--- config.mk ---
export PLATFORM = sky130hd
export DESIGN_NAME = red_pitaya_pfd_scheduler
export DESIGN_NICKNAME = d
export VERILOG_FILES = /design/src/rtl/red_pitaya_pfd_scheduler_pkg.sv /design/src/rtl/red_pitaya_pfd_scheduler_rr_arbiter.sv /design/src/rtl/red_pitaya_pfd_scheduler.sv
export SDC_FILE = /design/constraint.sdc
export NUM_CORES = 1
export LEC_CHECK = 0
export ABC_AREA = 1
export CAP_MARGIN = 30
export CORE_MARGIN = 2
export CORE_UTILIZATION = 46
export DETAILED_ROUTE_END_ITERATION = 10
export PLACE_DENSITY = 0.82
export SETUP_SLACK_MARGIN = 0.4
export SKIP_CTS_REPAIR_TIMING = 1
export SLEW_MARGIN = 15
export SYNTH_ARGS = -nofsm -noshare
export SYNTH_HDL_FRONTEND = slang
export SYNTH_SLANG_ARGS = --single-unit
--- constraint.sdc ---
create_clock -name clk_i -period 5.75 [get_ports clk_i]
set_input_delay 1.725 -clock clk_i [delete_from_list [all_inputs] [get_ports clk_i]]
set_output_delay 1.725 -clock clk_i [all_outputs]
set_load 0.01 [all_outputs]
--- src/rtl/red_pitaya_pfd_scheduler_pkg.sv ---
// Shared types for the PFD scheduler: quadrant codes, in-flight tag record,
// default widths and the turn-direction helper.
package pfd_pkg;

  typedef enum logic [1:0] {
    Q_PP = 2'b00,
    Q_PN = 2'b01,
    Q_NP = 2'b10,
    Q_NN = 2'b11
  } quad_t;

  localparam int NCH_DEF        = 4;
  localparam int LPFBITS_DEF    = 24;
  localparam int PHASEWIDTH_DEF = 15;
  localparam int TURNWIDTH_DEF  = 4;
  localparam int SIGNALBITS_DEF = 14;
  localparam int LATENCY_DEF    = 13;

  // Tag fields are sized for the largest supported configuration.
  localparam int CH_MAXW   = 3;
  localparam int TURN_MAXW = 16;

  typedef struct packed {
    logic                 valid;
    logic [CH_MAXW-1:0]   ch;
    logic [TURN_MAXW-1:0] turns;
  } tag_t;

  // 2'b01 = one turn up, 2'b11 = one turn down, 2'b00 = no change.
  function automatic logic [1:0] turn_dir(input logic armed, input quad_t last, input quad_t cur);
    logic [1:0] d;
    if (armed && last == Q_NN && cur == Q_NP) begin
      d = 2'b11;
    end else if (armed && last == Q_NP && cur == Q_NN) begin
      d = 2'b01;
    end else begin
      d = 2'b00;
    end
    return d;
  endfunction

endpackage

--- src/rtl/red_pitaya_pfd_scheduler_rr_arbiter.sv ---
// Round-robin arbiter: combinational one-hot grant searched upward from a
// registered pointer that advances past each granted channel.
module red_pitaya_pfd_rr_arbiter
  import pfd_pkg::*;
#(
  parameter int NCH = NCH_DEF,
  parameter int CW  = $clog2(NCH)
) (
  input  logic           clk_i,
  input  logic           rstn_i,
  input  logic [NCH-1:0] valid_i,
  output logic [NCH-1:0] grant_o,
  output logic           grant_valid_o,
  output logic [CW-1:0]  grant_idx_o
);

  logic [CW-1:0] rr_r;

  function automatic logic [CW-1:0] wrap_idx(input logic [CW-1:0] base, input int off);
    int s;
    s = int'(base) + off;
    s = (s >= NCH) ? s - NCH : s;
    return CW'(s);
  endfunction

  // Scan from the farthest offset down so the nearest requester wins.
  always_comb begin
    grant_valid_o = 1'b0;
    grant_idx_o   = '0;
    grant_o       = '0;
    for (int i = NCH - 1; i >= 0; i--) begin
      grant_idx_o   = valid_i[wrap_idx(rr_r, i)] ? wrap_idx(rr_r, i) : grant_idx_o;
      grant_valid_o = grant_valid_o | valid_i[wrap_idx(rr_r, i)];
    end
    for (int c = 0; c < NCH; c++) begin
      grant_o[c] = grant_valid_o && (grant_idx_o == CW'(c));
    end
  end

  // Pointer moves to the channel after the one just served.
  always_ff @(posedge clk_i or negedge rstn_i) begin
    if (!rstn_i) begin
      rr_r <= '0;
    end else if (grant_valid_o) begin
      rr_r <= (grant_idx_o == CW'(NCH - 1)) ? '0 : grant_idx_o + CW'(1);
    end
  end

endmodule

--- src/rtl/red_pitaya_pfd_scheduler.sv ---
// Time-shares one pipelined CORDIC among NCH I/Q channels, unwrapping turns
// per channel and reassembling {turns, phase} when each result returns.
module red_pitaya_pfd_scheduler
  import pfd_pkg::*;
#(
  parameter int NCH        = NCH_DEF,
  parameter int LPFBITS    = LPFBITS_DEF,
  parameter int PHASEWIDTH = PHASEWIDTH_DEF,
  parameter int TURNWIDTH  = TURNWIDTH_DEF,
  parameter int SIGNALBITS = SIGNALBITS_DEF,
  parameter int LATENCY    = LATENCY_DEF
) (
  input  logic                      clk_i,
  input  logic                      rstn_i,
  input  logic [NCH-1:0]            req_valid_i,
  output logic [NCH-1:0]            req_ready_o,
  input  logic [NCH*LPFBITS-1:0]    req_i_i,
  input  logic [NCH*LPFBITS-1:0]    req_q_i,
  input  logic [NCH-1:0]            clr_i,
  output logic                      cor_valid_o,
  output logic [LPFBITS-1:0]        cor_i_o,
  output logic [LPFBITS-1:0]        cor_q_o,
  input  logic [PHASEWIDTH-1:0]     cor_phase_i,
  output logic                      out_valid_o,
  output logic [$clog2(NCH)-1:0]    out_ch_o,
  output logic [NCH*SIGNALBITS-1:0] integral_o
);

  localparam int CW = $clog2(NCH);
  localparam int PW = SIGNALBITS - TURNWIDTH;

  logic                  hs_s;
  logic [CW-1:0]         sel_s;
  logic [LPFBITS-1:0]    sel_i_s, sel_q_s;
  logic [TURNWIDTH-1:0]  cur_turns_s, upd_s, snap_s;
  quad_t                 cur_last_s, qd_s;
  logic                  cur_armed_s, cur_clr_s, res_live_s;
  tag_t                  tag_out_s;

  logic [TURNWIDTH-1:0]  turns_r [NCH];
  quad_t                 last_quad_r [NCH];
  logic [NCH-1:0]        armed_r;
  tag_t                  tag_r [LATENCY+1];
  logic [SIGNALBITS-1:0] integral_r [NCH];

  function automatic logic tag_alive(input tag_t t, input logic [NCH-1:0] clr);
    return t.valid && !clr[t.ch[CW-1:0]];
  endfunction

  red_pitaya_pfd_rr_arbiter #(.NCH(NCH), .CW(CW)) u_arb (
    .clk_i         (clk_i),
    .rstn_i        (rstn_i),
    .valid_i       (req_valid_i),
    .grant_o       (req_ready_o),
    .grant_valid_o (hs_s),
    .grant_idx_o   (sel_s)
  );

  // Granted channel's sample and state, and its turn count after this sample.
  always_comb begin
    sel_i_s     = '0;
    sel_q_s     = '0;
    cur_turns_s = '0;
    cur_last_s  = Q_NN;
    cur_armed_s = 1'b0;
    cur_clr_s   = 1'b0;
    for (int c = 0; c < NCH; c++) begin
      sel_i_s     = (sel_s == CW'(c)) ? req_i_i[c*LPFBITS +: LPFBITS] : sel_i_s;
      sel_q_s     = (sel_s == CW'(c)) ? req_q_i[c*LPFBITS +: LPFBITS] : sel_q_s;
      cur_turns_s = (sel_s == CW'(c)) ? turns_r[c] : cur_turns_s;
      cur_last_s  = (sel_s == CW'(c)) ? last_quad_r[c] : cur_last_s;
      cur_armed_s = (sel_s == CW'(c)) ? armed_r[c] : cur_armed_s;
      cur_clr_s   = (sel_s == CW'(c)) ? clr_i[c] : cur_clr_s;
    end
    qd_s = quad_t'({sel_i_s[LPFBITS-1], sel_q_s[LPFBITS-1]});
    case (turn_dir(cur_armed_s, cur_last_s, qd_s))
      2'b01:   upd_s = cur_turns_s + TURNWIDTH'(1);
      2'b11:   upd_s = cur_turns_s - TURNWIDTH'(1);
      default: upd_s = cur_turns_s;
    endcase
    snap_s = cur_clr_s ? '0 : upd_s;
  end

  // Per-channel turn counter, last quadrant and arming; a same-cycle
  // handshake re-arms even while clear forces the count to zero.
  always_ff @(posedge clk_i or negedge rstn_i) begin
    if (!rstn_i) begin
      for (int c = 0; c < NCH; c++) begin
        turns_r[c]     <= '0;
        last_quad_r[c] <= Q_NN;
      end
      armed_r <= '0;
    end else begin
      for (int c = 0; c < NCH; c++) begin
        if (hs_s && sel_s == CW'(c)) begin
          turns_r[c]     <= snap_s;
          last_quad_r[c] <= qd_s;
          armed_r[c]     <= 1'b1;
        end else if (clr_i[c]) begin
          turns_r[c] <= '0;
          armed_r[c] <= 1'b0;
        end
      end
    end
  end

  // Tag line tracks the CORDIC latency; clearing a channel drops its tags.
  always_ff @(posedge clk_i or negedge rstn_i) begin
    if (!rstn_i) begin
      for (int j = 0; j <= LATENCY; j++) begin
        tag_r[j] <= '0;
      end
    end else begin
      tag_r[0] <= '{valid: hs_s, ch: CH_MAXW'(sel_s), turns: TURN_MAXW'(snap_s)};
      for (int j = 1; j <= LATENCY; j++) begin
        tag_r[j]       <= tag_r[j-1];
        tag_r[j].valid <= tag_alive(tag_r[j-1], clr_i);
      end
    end
  end

  assign tag_out_s  = tag_r[LATENCY];
  assign res_live_s = tag_alive(tag_out_s, clr_i);

  // Issue register toward the core and result assembly from the aligned tag.
  always_ff @(posedge clk_i or negedge rstn_i) begin
    if (!rstn_i) begin
      cor_valid_o <= 1'b0;
      cor_i_o     <= '0;
      cor_q_o     <= '0;
      out_valid_o <= 1'b0;
      out_ch_o    <= '0;
      for (int c = 0; c < NCH; c++) begin
        integral_r[c] <= '0;
      end
    end else begin
      cor_valid_o <= hs_s;
      if (hs_s) begin
        cor_i_o <= sel_i_s;
        cor_q_o <= sel_q_s;
      end
      out_valid_o <= res_live_s;
      if (res_live_s) begin
        out_ch_o <= tag_out_s.ch[CW-1:0];
      end
      for (int c = 0; c < NCH; c++) begin
        if (res_live_s && tag_out_s.ch[CW-1:0] == CW'(c)) begin
          integral_r[c] <= {tag_out_s.turns[TURNWIDTH-1:0], cor_phase_i[PHASEWIDTH-1 -: PW]};
        end
      end
    end
  end

  for (genvar g = 0; g < NCH; g++) begin : g_pack
    assign integral_o[g*SIGNALBITS +: SIGNALBITS] = integral_r[g];
  end

endmodule

[Yosys cells after proc, flatten, opt, wreduce, memory -nomap -nowiden]
Index checks and enable logic that the tools add are counted.
Cells by class
  add/sub/neg operators: 10
  magnitude comparators: 22
  equal/unequal tests: 12
  muxes and demuxes: 89
  bitwise operators: 3
  reduce and logical (&&, ||, !) cells: 46
Operator list (count)
  2-to-1 mux 24 bit: 8
  less-than comparator 2 x 3 -> 1 bit, second input constant: 18
  2-to-1 mux 4 bit: 13
  binary-select mux 1 bit (select 2 bit): 18
  2-to-1 mux 1 bit: 35
  2-to-1 mux 2 bit: 14
  logical AND 1 bit: 26
  == test 2 bit, second input constant: 9
  zero test 1 bit: 14
  >= comparator 3 bit, second input constant: 3
  case mux 4 bit (2 select lines): 1
  nonzero test 2 bit: 4
  subtractor 2 x 1 -> 2 bit, second input constant: 4
  adder 2 x 2 -> 3 bit, second input constant: 2
  == test 2 x 1 -> 1 bit, second input constant: 3
  adder 4 x 1 -> 4 bit, second input constant: 1
  zero test 2 bit: 2
  subtractor 4 x 1 -> 4 bit, second input constant: 1
  adder 2 x 1 -> 3 bit, second input constant: 1
  >= comparator 2 x 3 -> 1 bit, second input constant: 1
  bitwise OR 1 bit: 3
  adder 2 x 1 -> 2 bit, second input constant: 1
Word-level totals
  register bits after elaboration: 235
  input bits: 217
  output and inout port bits: 112
  logic and storage cells: 245

[Longest topological paths before layout]
Gate-level depths: netlist (run 1).
  depth in word-level cells: 23
  depth in mapped cells: 30
  depth with buffers taken out: 30

[Modules after synthesis]
From an unflattened synthesis (run 1), not the netlist that was laid out.
Unflattened totals
  cell total of the unflattened synthesis: 1045
  area total of the unflattened synthesis: 9854.5 um^2
Modules (own cells, without submodules)
  red_pitaya_pfd_scheduler: times used 1, cells each 980, area each 9470.3 um^2, seq. area each 5840.6 um^2
  red_pitaya_pfd_rr_arbiter: times used 1, cells each 65, area each 384.1 um^2, seq. area each 50.0 um^2

[Least setup slack after synthesis (run 1)]
Ideal clock, no wire load.
  path kind: input -> output
  from: input port req_valid_i[3]
  to: output port req_ready_o[3]
  arrival: 3.748 ns
  required time: 4.025 ns
  setup slack: 0.277 ns
  cell stages on the path: 13
  path buffers: 3
  cells stage by stage: inv_1 -> nand2_1 -> o21ai_1 -> or2_1 -> nand2_1 -> o21bai_1 -> o21ai_0 -> ha_1 -> clkbuf_2 -> buf_2 -> buf_1 -> nand2_2 -> inv_1
Between the ends
  cells in the longest elaborated chain, start to end: 8
  elaborated cells on any way between the ends: 17
  classes of those cells: 1 x eq/ne; 12 x mux; 3 x bitwise; 1 x reduce/logical
Ends and longest elaborated chain
  from (decl): RTL line red_pitaya_pfd_scheduler.sv:15  | input logic [NCH-1:0] req_valid_i,
  binary-select mux 1 bit (select 2 bit): RTL line red_pitaya_pfd_scheduler_rr_arbiter.sv:32  | grant_idx_o = valid_i[wrap_idx(rr_r, i)] ? wrap_idx(rr_r, i) : grant_idx_o;
  2-to-1 mux 1 bit (implied by the code): RTL line red_pitaya_pfd_scheduler_rr_arbiter.sv:32
  2-to-1 mux 2 bit (3 in series): RTL line red_pitaya_pfd_scheduler_rr_arbiter.sv:32
  2-to-1 mux 2 bit *: RTL line red_pitaya_pfd_scheduler_rr_arbiter.sv:32
  named net sel_s[0]: RTL line red_pitaya_pfd_scheduler.sv:33  | logic [CW-1:0] sel_s;
  == test 2 bit *: RTL line red_pitaya_pfd_scheduler_rr_arbiter.sv:36  | grant_o[c] = grant_valid_o && (grant_idx_o == CW'(c));
  logical AND 1 bit *: RTL line red_pitaya_pfd_scheduler_rr_arbiter.sv:36
  to (decl): RTL line red_pitaya_pfd_scheduler.sv:16  | output logic [NCH-1:0] req_ready_o,
The timed path passes the listed nets; every way through them passes the cells marked *. The select of a mux whose other input is x is not followed.

[Final worst setup path (run 1)]
  from: input port req_valid_i[2]
  to: output port req_ready_o[2]
The elaborated chain is that of the path after synthesis.

==> impl_results.md, run 1 <==
- Initial core utilization: 47.2%
- Die Ht: 151 microns
- Clk sinks: 235
- DIE WIDTH: 151 microns
- DRT antenna net count: 0
- Clock share of power: 17.0%
- CP max stage cell: clkdlybuf4s50_1
- Sequential area share after synthesis: 59.0%
- Cell mode on critical path: inv_2
- Cts bufs inserted: 25
- YS warnings: 0
- FF-to-FF path depth: 24
- IR drop worst, VDD: 0.000814 V
- Cell variety after synth: 36
- Syn Inst Count: 1,090
- RSZ-0062 raised after global routing: false
- Layout Area Growth over Synthesis: 45.1%
- Clock Tree Buf Depth: 3
- Ys async rst share: 100%
- Final Non-Filler Cells: 1,709
- CP required: 4.03 ns
- Fmax: 188 MHz
- Initial antenna violation count: 3
- Vias in the first global route: 8,594
- Dpl hpwl: 21,300 microns
- Initial drt markers: 574
- Synthesized Nets: 1,314
- Sw frac: 44.1%
- Worst-Margin Slew: 1.04 ns
- Total gr overflow: 0
- CTS tree: yes
- Final Slew Violations: 0
- Min Hold Slack: 0.346 ns
- CP Launch Type: input port
- Clock root buffer: clkbuf_16
- Crit share post-route: 92.4%
- Routability cong.: 0.856
- Worst Setup End Kind: primary output
- Post-synthesis average cell area: 9.15 sq um
- Mapped Area: 9980 sq um
- WL per Instance: 17.5 microns
- Arr. time, crit path: 3.59 ns
- IO Port Bufs: 323
- Share of cells above drive strength 1: 8.74%
- Vias: 9,049
- Pre-CTS setup slack: -0.141 ns
- Max stage delay on crit path: 0.50 ns
- First-pass GRT wire length: 45,200 microns
- I/O Pins: 329
- Tmin final: 5.31 ns
- Layout Utilization: 68.5%
- Area share of the largest cell type after synthesis: 56.9%
- Internal cell power: 5.25 mW
- DRC viols: 0
- Clock transition at the registers of the reported paths: 0.05 ns
- Clock Skew: 0.00958 ns
- Rel. slew slack: 31.0%
- Top-count cell post-synth: nand2_1
- CP max FO: 4
- Final instance area: 14,500 sq um
- Crit path cell chain: clkdlybuf4s50_1 > o21ai_2 > or2_1 > nand2_1 > o21bai_4 > nand2_2 > o21ai_4 > inv_2 > ha_4 > nand2_4 > inv_2 > buf_2
- PD cells: 648 nW/um^2
- Gr usage total: 25.2%
- Largest net degree at the start of global routing: 143
- H-tree levels: 1
- Rows: 53
- Kind of critical path: in2out
- Gate power share: 56.7%
- Status: complete, no violations
- Switch Pwr: 4.14 mW
- Final Setup Violations: 0
- Primary FF master, synth: dfrtp_1
- Final hold vios: 0
- Register share of total power: 26.3%
- Final worst slack: 0.438 ns
- Nets: 1,637
- Most frequent cells after synthesis: 307 x nand2_1, 227 x dfrtp_1, 188 x o21ai_0, 57 x inv_1, 43 x o21ai_1
- Post-synth EDFFs: 0
- Post-placement cell count: 1,658
- Core ar.: 21,200 sq um
- #FFs+latches synth: 235
- Worst skew pair latency: 0.52 ns
- FILL cells: 1,634
- Area contributors post-synth: dfrtp_1 57%, nand2_1 12%, o21ai_0 9.4%
- Via/cell ratio: 5.29
- Post-DP Area: 13,500 sq um
- Hold Crit Depth: 0
- Hold Path Class: reg2reg
- Leak: 6.55 nW
- Die ar.: 22,900 sq um
- First-pass iteration count of the detailed router: 5
- Max-capacitance violation count: 0
- Top cell type by total area after synthesis: dfrtp_1
- Final WL: 29,900 microns
[flip-flops by register name (all words and copies together) (netlist names)]
signal and cells:
tag_r 90, integral_o 56, cor_i_o 24, cor_q_o 24, turns_r 16, last_quad_r 8, tag_out_s 7, armed_r 4
out_ch_o 2, u_arb.rr_r 2, cor_valid_o 1, out_valid_o 1
[power groups by stage]
stage	Sequential [mW]	Clock [mW]	Combinational, mW
after floorplan	2.50	0	3.29
after global placement	2.46	0	4.90
after detailed placement	2.49	0	5.07
after CTS	2.47	1.63	5.11
after global routing	2.53	1.69	5.92
final	2.47	1.59	5.33
[layer usage]
layer / track usage [%] / vias to the layer above / part of all wire, %
met5: 0 / - / 0.040
met4: 7.62 / 2 / 2.9
met3: 7.71 / 67 / 9.6
met2: 40.3 / 344 / 47
met1: 33.2 / 4354 / 40
li1: - / 4282 / -
[cell usage in the layout (no fill, tap or decap), types with 3 or more instances in the layout]
cell / Yosys / routed
nand2_4: 1 / 4
nand3_1: 41 / 41
inv_2: 3 / 10
dlymetal6s2s_1: 0 / 4
a21boi_0: 14 / 13
nor2_1: 26 / 24
dfstp_2: 8 / 8
o21ai_0: 188 / 184
diode_2: 0 / 3
clkbuf_1: 24 / 8
nand2_2: 9 / 10
nand4_1: 9 / 9
clkdlybuf4s50_1: 0 / 315
clkbuf_16: 0 / 25
o21ai_1: 43 / 43
o211ai_1: 14 / 14
dfrtp_1: 227 / 227
a21oi_1: 35 / 35
inv_1: 57 / 50
ha_4: 0 / 4
nand2_1: 307 / 303
a22oi_1: 23 / 23
buf_4: 1 / 28
clkbuf_8: 0 / 5
o21bai_1: 5 / 4
o21ai_2: 0 / 3
[logic make-up after synthesis]
kind of cell | count (synthesis) | share of synthesized area [%]
simple gates | 400 | 16.4
flops | 235 | 59.0
xor+xnor | 1 | 0.0878
mux | 2 | 0.226
compound gates | 325 | 18.0
fa+ha+maj | 7 | 0.953
buf+inv | 120 | 5.33
[stage by stage]
stage	TNS, ns	power [mW]
finish	0	9.39
global route	0	10.1
CTS	-0.317	9.20
detailed placement	-0.928	7.55
global placement	0	7.36
floorplan	0	5.79
[worst max-delay path, delay by kind of cell]
family / cells / cell delay (ns)
buffers and inverters: 4 / 0.77
AND/OR/NAND/NOR: 4 / 0.52
AO/OA/AOI/OAI: 3 / 0.37
adder cells (fa/ha/maj): 1 / 0.19
[final timing paths]
kind / slack [ns] / to / startpoint
worst min register to register: 0.35 / tag_r[62]$_DFF_PN0_ / tag_r[82]$_DFF_PN0_
worst max register to register: 1.68 / tag_r[263]$_DFF_PN0_ / u_arb.rr_r[0]$_DFFE_PN0N_
max in group asynchronous: 3.31 / turns_r[6]$_DFFE_PN0P_ / rstn_i
worst min-delay path: 0.35 / tag_r[62]$_DFF_PN0_ / tag_r[82]$_DFF_PN0_
min in group asynchronous: 1.34 / integral_o[48]$_DFFE_PN0P_ / rstn_i
worst max-delay path: 0.44 / req_ready_o[2] / req_valid_i[2]
[final cells by class]
| class | instances | area (sq um) | area share, % |
|---|---|---|---|
| diodes | 3 | 7.51 | 0.0518 |
| clock buffers | 38 | 724 | 5.00 |
| clock inverters | 7 | 95.1 | 0.657 |
| inverters | 61 | 229 | 1.58 |
| multi-input cells | 735 | 3680 | 25.4 |
| flip-flops and latches | 235 | 5890 | 40.7 |
| well taps | 275 | 344 | 2.38 |
| repair buffers | 355 | 3510 | 24.2 |
(Power assumes the default switching activity.)
==> inputs of run 2 (changes only) <==
--- a/config.mk
+++ b/config.mk
@@ -8,9 +8,10 @@
 export ABC_AREA = 1
 export CAP_MARGIN = 30
 export CORE_MARGIN = 2
-export CORE_UTILIZATION = 46
+export CORE_UTILIZATION = 36
 export DETAILED_ROUTE_END_ITERATION = 10
-export PLACE_DENSITY = 0.82
+export GPL_TIMING_DRIVEN = 0
+export PLACE_DENSITY = 0.67
 export SETUP_SLACK_MARGIN = 0.4
 export SKIP_CTS_REPAIR_TIMING = 1
 export SLEW_MARGIN = 15
==> constraint.sdc (replaced) <==
create_clock -name clk_i -period 4.9 [get_ports clk_i]
set_input_delay 1.47 -clock clk_i [delete_from_list [all_inputs] [get_ports clk_i]]
set_output_delay 1.47 -clock clk_i [all_outputs]
set_load 0.01 [all_outputs]
==> run 2 against run 1 <==
Sequential power increased by 17%. Global-route usage decreased by 2.6 points. Critical path depth increased by 4. Final cell count increased by 8.5%. Total power increased by 28%. Setup slack got worse by 0.21 ns. Clock-buffer cell count increased by 1. Via count increased by 2.5%. Sequential share of layout area decreased by 1.6 points. Routed wire length increased by 13%. Register-to-register slack got worse by 0.63 ns. Hold slack got worse by 0.0054 ns. Critical path type unchanged.
==> impl_results.md, run 2 (synthesis results as in run 1) <==
- Largest register FFs: 90
- R2r endpoint: turns_r[7]$_DFFE_PN0P_
- Core ar.: 27,100 sq um
- PD cells: 796 nW/um^2
- Register share of total power: 24.1%
- Final WL: 33,900 microns
- Nets: 1,689
- WL per Instance: 18.3 microns
- Kind of critical path: in2out
- Fmax: 214 MHz
- Clk sinks: 235
- Vias in the first global route: 8,852
- Status: complete, no violations
- Switch Pwr: 5.37 mW
- RR Startpoint: u_arb.rr_r[1]$_DFFE_PN0N_
- Reg2Reg Setup Slack: 1.05 ns
- I/O Pins: 329
- CP startpoint: req_valid_i[3]
- Min Hold Slack: 0.341 ns
- Clock Tree Buf Depth: 3
- CTS tree: yes
- Die ar.: 29,100 sq um
- DRC viols: 0
- Internal cell power: 6.63 mW
- IR drop worst, VDD: 0.000610 V
- Hold_sp: tag_r[262]$_DFF_PN0_
- FF-to-FF path depth: 27
- Routability cong.: 0.926
- Total gr overflow: 0
- Arr. time, crit path: 3.20 ns
- Hold Path Class: reg2reg
- Final Non-Filler Cells: 1,855
- Leak: 6.76 nW
- RSZ-0062 raised after global routing: true
- CP max FO: 6
- Clock share of power: 17.0%
- Routed met1 length: 14,400 microns
- Final Setup Violations: 0
- CP required: 3.43 ns
- Commonest non-fill, non-tap cell in the layout: clkdlybuf4s50_1
- Share of cells above drive strength 1: 11.2%
- Vias: 9,272
- Layout Area Growth over Synthesis: 51.1%
- Rows: 60
- DRT antenna net count: 0
- First-pass iteration count of the detailed router: 5
- Gr usage total: 22.6%
- Sw frac: 44.8%
- Initial core utilization: 36.8%
- Tmin final: 4.67 ns
- Crit share post-route: 95.3%
- WL met2: 16,400 microns
- Clock root buffer: clkbuf_16
- Most frequent cells in the layout: 313 x clkdlybuf4s50_1, 300 x nand2_1, 227 x dfrtp_1, 184 x o21ai_0, 47 x inv_1
- Initial drt markers: 618
- First-pass GRT wire length: 50,300 microns
- Worst Setup End Kind: primary output
- Hold path endpoint: tag_r[242]$_DFF_PN0_
- Final hold vios: 0
- DIE WIDTH: 170 microns
- Hold Crit Depth: 0
- Reg with most FFs: tag_r
- Dpl hpwl: 25,500 microns
- Cts bufs inserted: 26
- Post-placement cell count: 1,786
- H-tree levels: 1
- Via/cell ratio: 5.00
- Worst-Margin Slew: 0.635 ns
- Rel. slew slack: 57.7%
- IO Port Bufs: 322
- Largest net degree at the start of global routing: 88
- FILL cells: 2,443
- Clock transition at the registers of the reported paths: 0.06 ns
- Die Ht: 170 microns
- Met3 WL: 2220 microns
- Clock Skew: 0.0104 ns
- DR top layer: met5
- Max-capacitance violation count: 0
- Worst skew pair latency: 0.53 ns
- Initial antenna violation count: 1
- Gate power share: 58.8%
- CP Launch Type: input port
- Final Slew Violations: 0
## run 2: cell count changes in the layout (fill, tap and decap cells not counted), sizes merged, moves of 2 or more
cell,previous run,this run
buf,35,65
clkbuf,39,66
dlymetal6s2s,4,1
clkdlybuf4s50,315,313
diode,3,1
inv,62,60
## run 2: stage by stage
| stage | setup slack (ns) | utilization [%] | cell area, sq um | setup TNS (ns) | total power, mW |
|---|---|---|---|---|---|
| final | 0.229 | 55.6 | 15100 | 0 | 12.0 |
| after global routing | 0.149 | 55.6 | 15100 | 0 | 12.9 |
| after CTS | -1.09 | 54.2 | 14700 | -3.82 | 11.3 |
| after detailed placement | -1.07 | 50.8 | 13800 | -10.56 | 9.22 |
| after global placement | -7.34 | 50.6 | 13700 | -1705.60 | 9.11 |
| after floorplan | 0.405 | - | 10000 | 0 | 6.89 |
## run 2: layout make-up
class	count	area [sq um]	area share (%)
flip-flops and latches	235	5890	39.1
well taps	372	465	3.09
repair buffers	347	3470	23.0
clock buffers	39	800	5.31
multi-input cells	735	3730	24.7
diodes	1	2.50	0.0166
inverters	61	239	1.59
clock inverters	6	116	0.772
plain buffers	59	365	2.42
## run 2: worst max path at each step
stage,to,cells past startpoint
after floorplan,req_ready_o[3],16
after global placement,cor_i_o[16]$_DFFE_PN0N_,1
after detailed placement,req_ready_o[2],16
after CTS,req_ready_o[2],16
after global routing,req_ready_o[3],18
final,req_ready_o[3],16
## run 2: metal layers
| layer | vias to the layer above | GRT usage, % |
|---|---|---|
| li1 | 4396 | - |
| met1 | 4483 | 30.4 |
| met2 | 332 | 37.2 |
| met3 | 59 | 5.00 |
| met4 | 2 | 5.54 |
| met5 | - | 0 |
## run 2: worst max-delay path, cell delays in order
cell and delay [ns]:
buf_6 0.09, inv_4 0.05, nand2_2 0.05, o21ai_2 0.07, or2_1 0.16, nand2_2 0.06, o21bai_4 0.19, o21ai_4 0.22
buf_6 0.13, ha_4 0.13, buf_8 0.10, buf_8 0.11, buf_8 0.13, nand2_8 0.06, inv_4 0.06, buf_6 0.10
## run 2: power groups by stage
stage          logic [mW]  clock network (mW)  registers (mW)
2_1_floorplan        3.95                   0            2.94
4_1_cts              6.33                2.08            2.89
3_3_place_gp         6.21                   0            2.90
3_5_place_dp         6.30                   0            2.92
6_report             7.06                2.04            2.90
5_1_grt              7.81                2.17            2.96
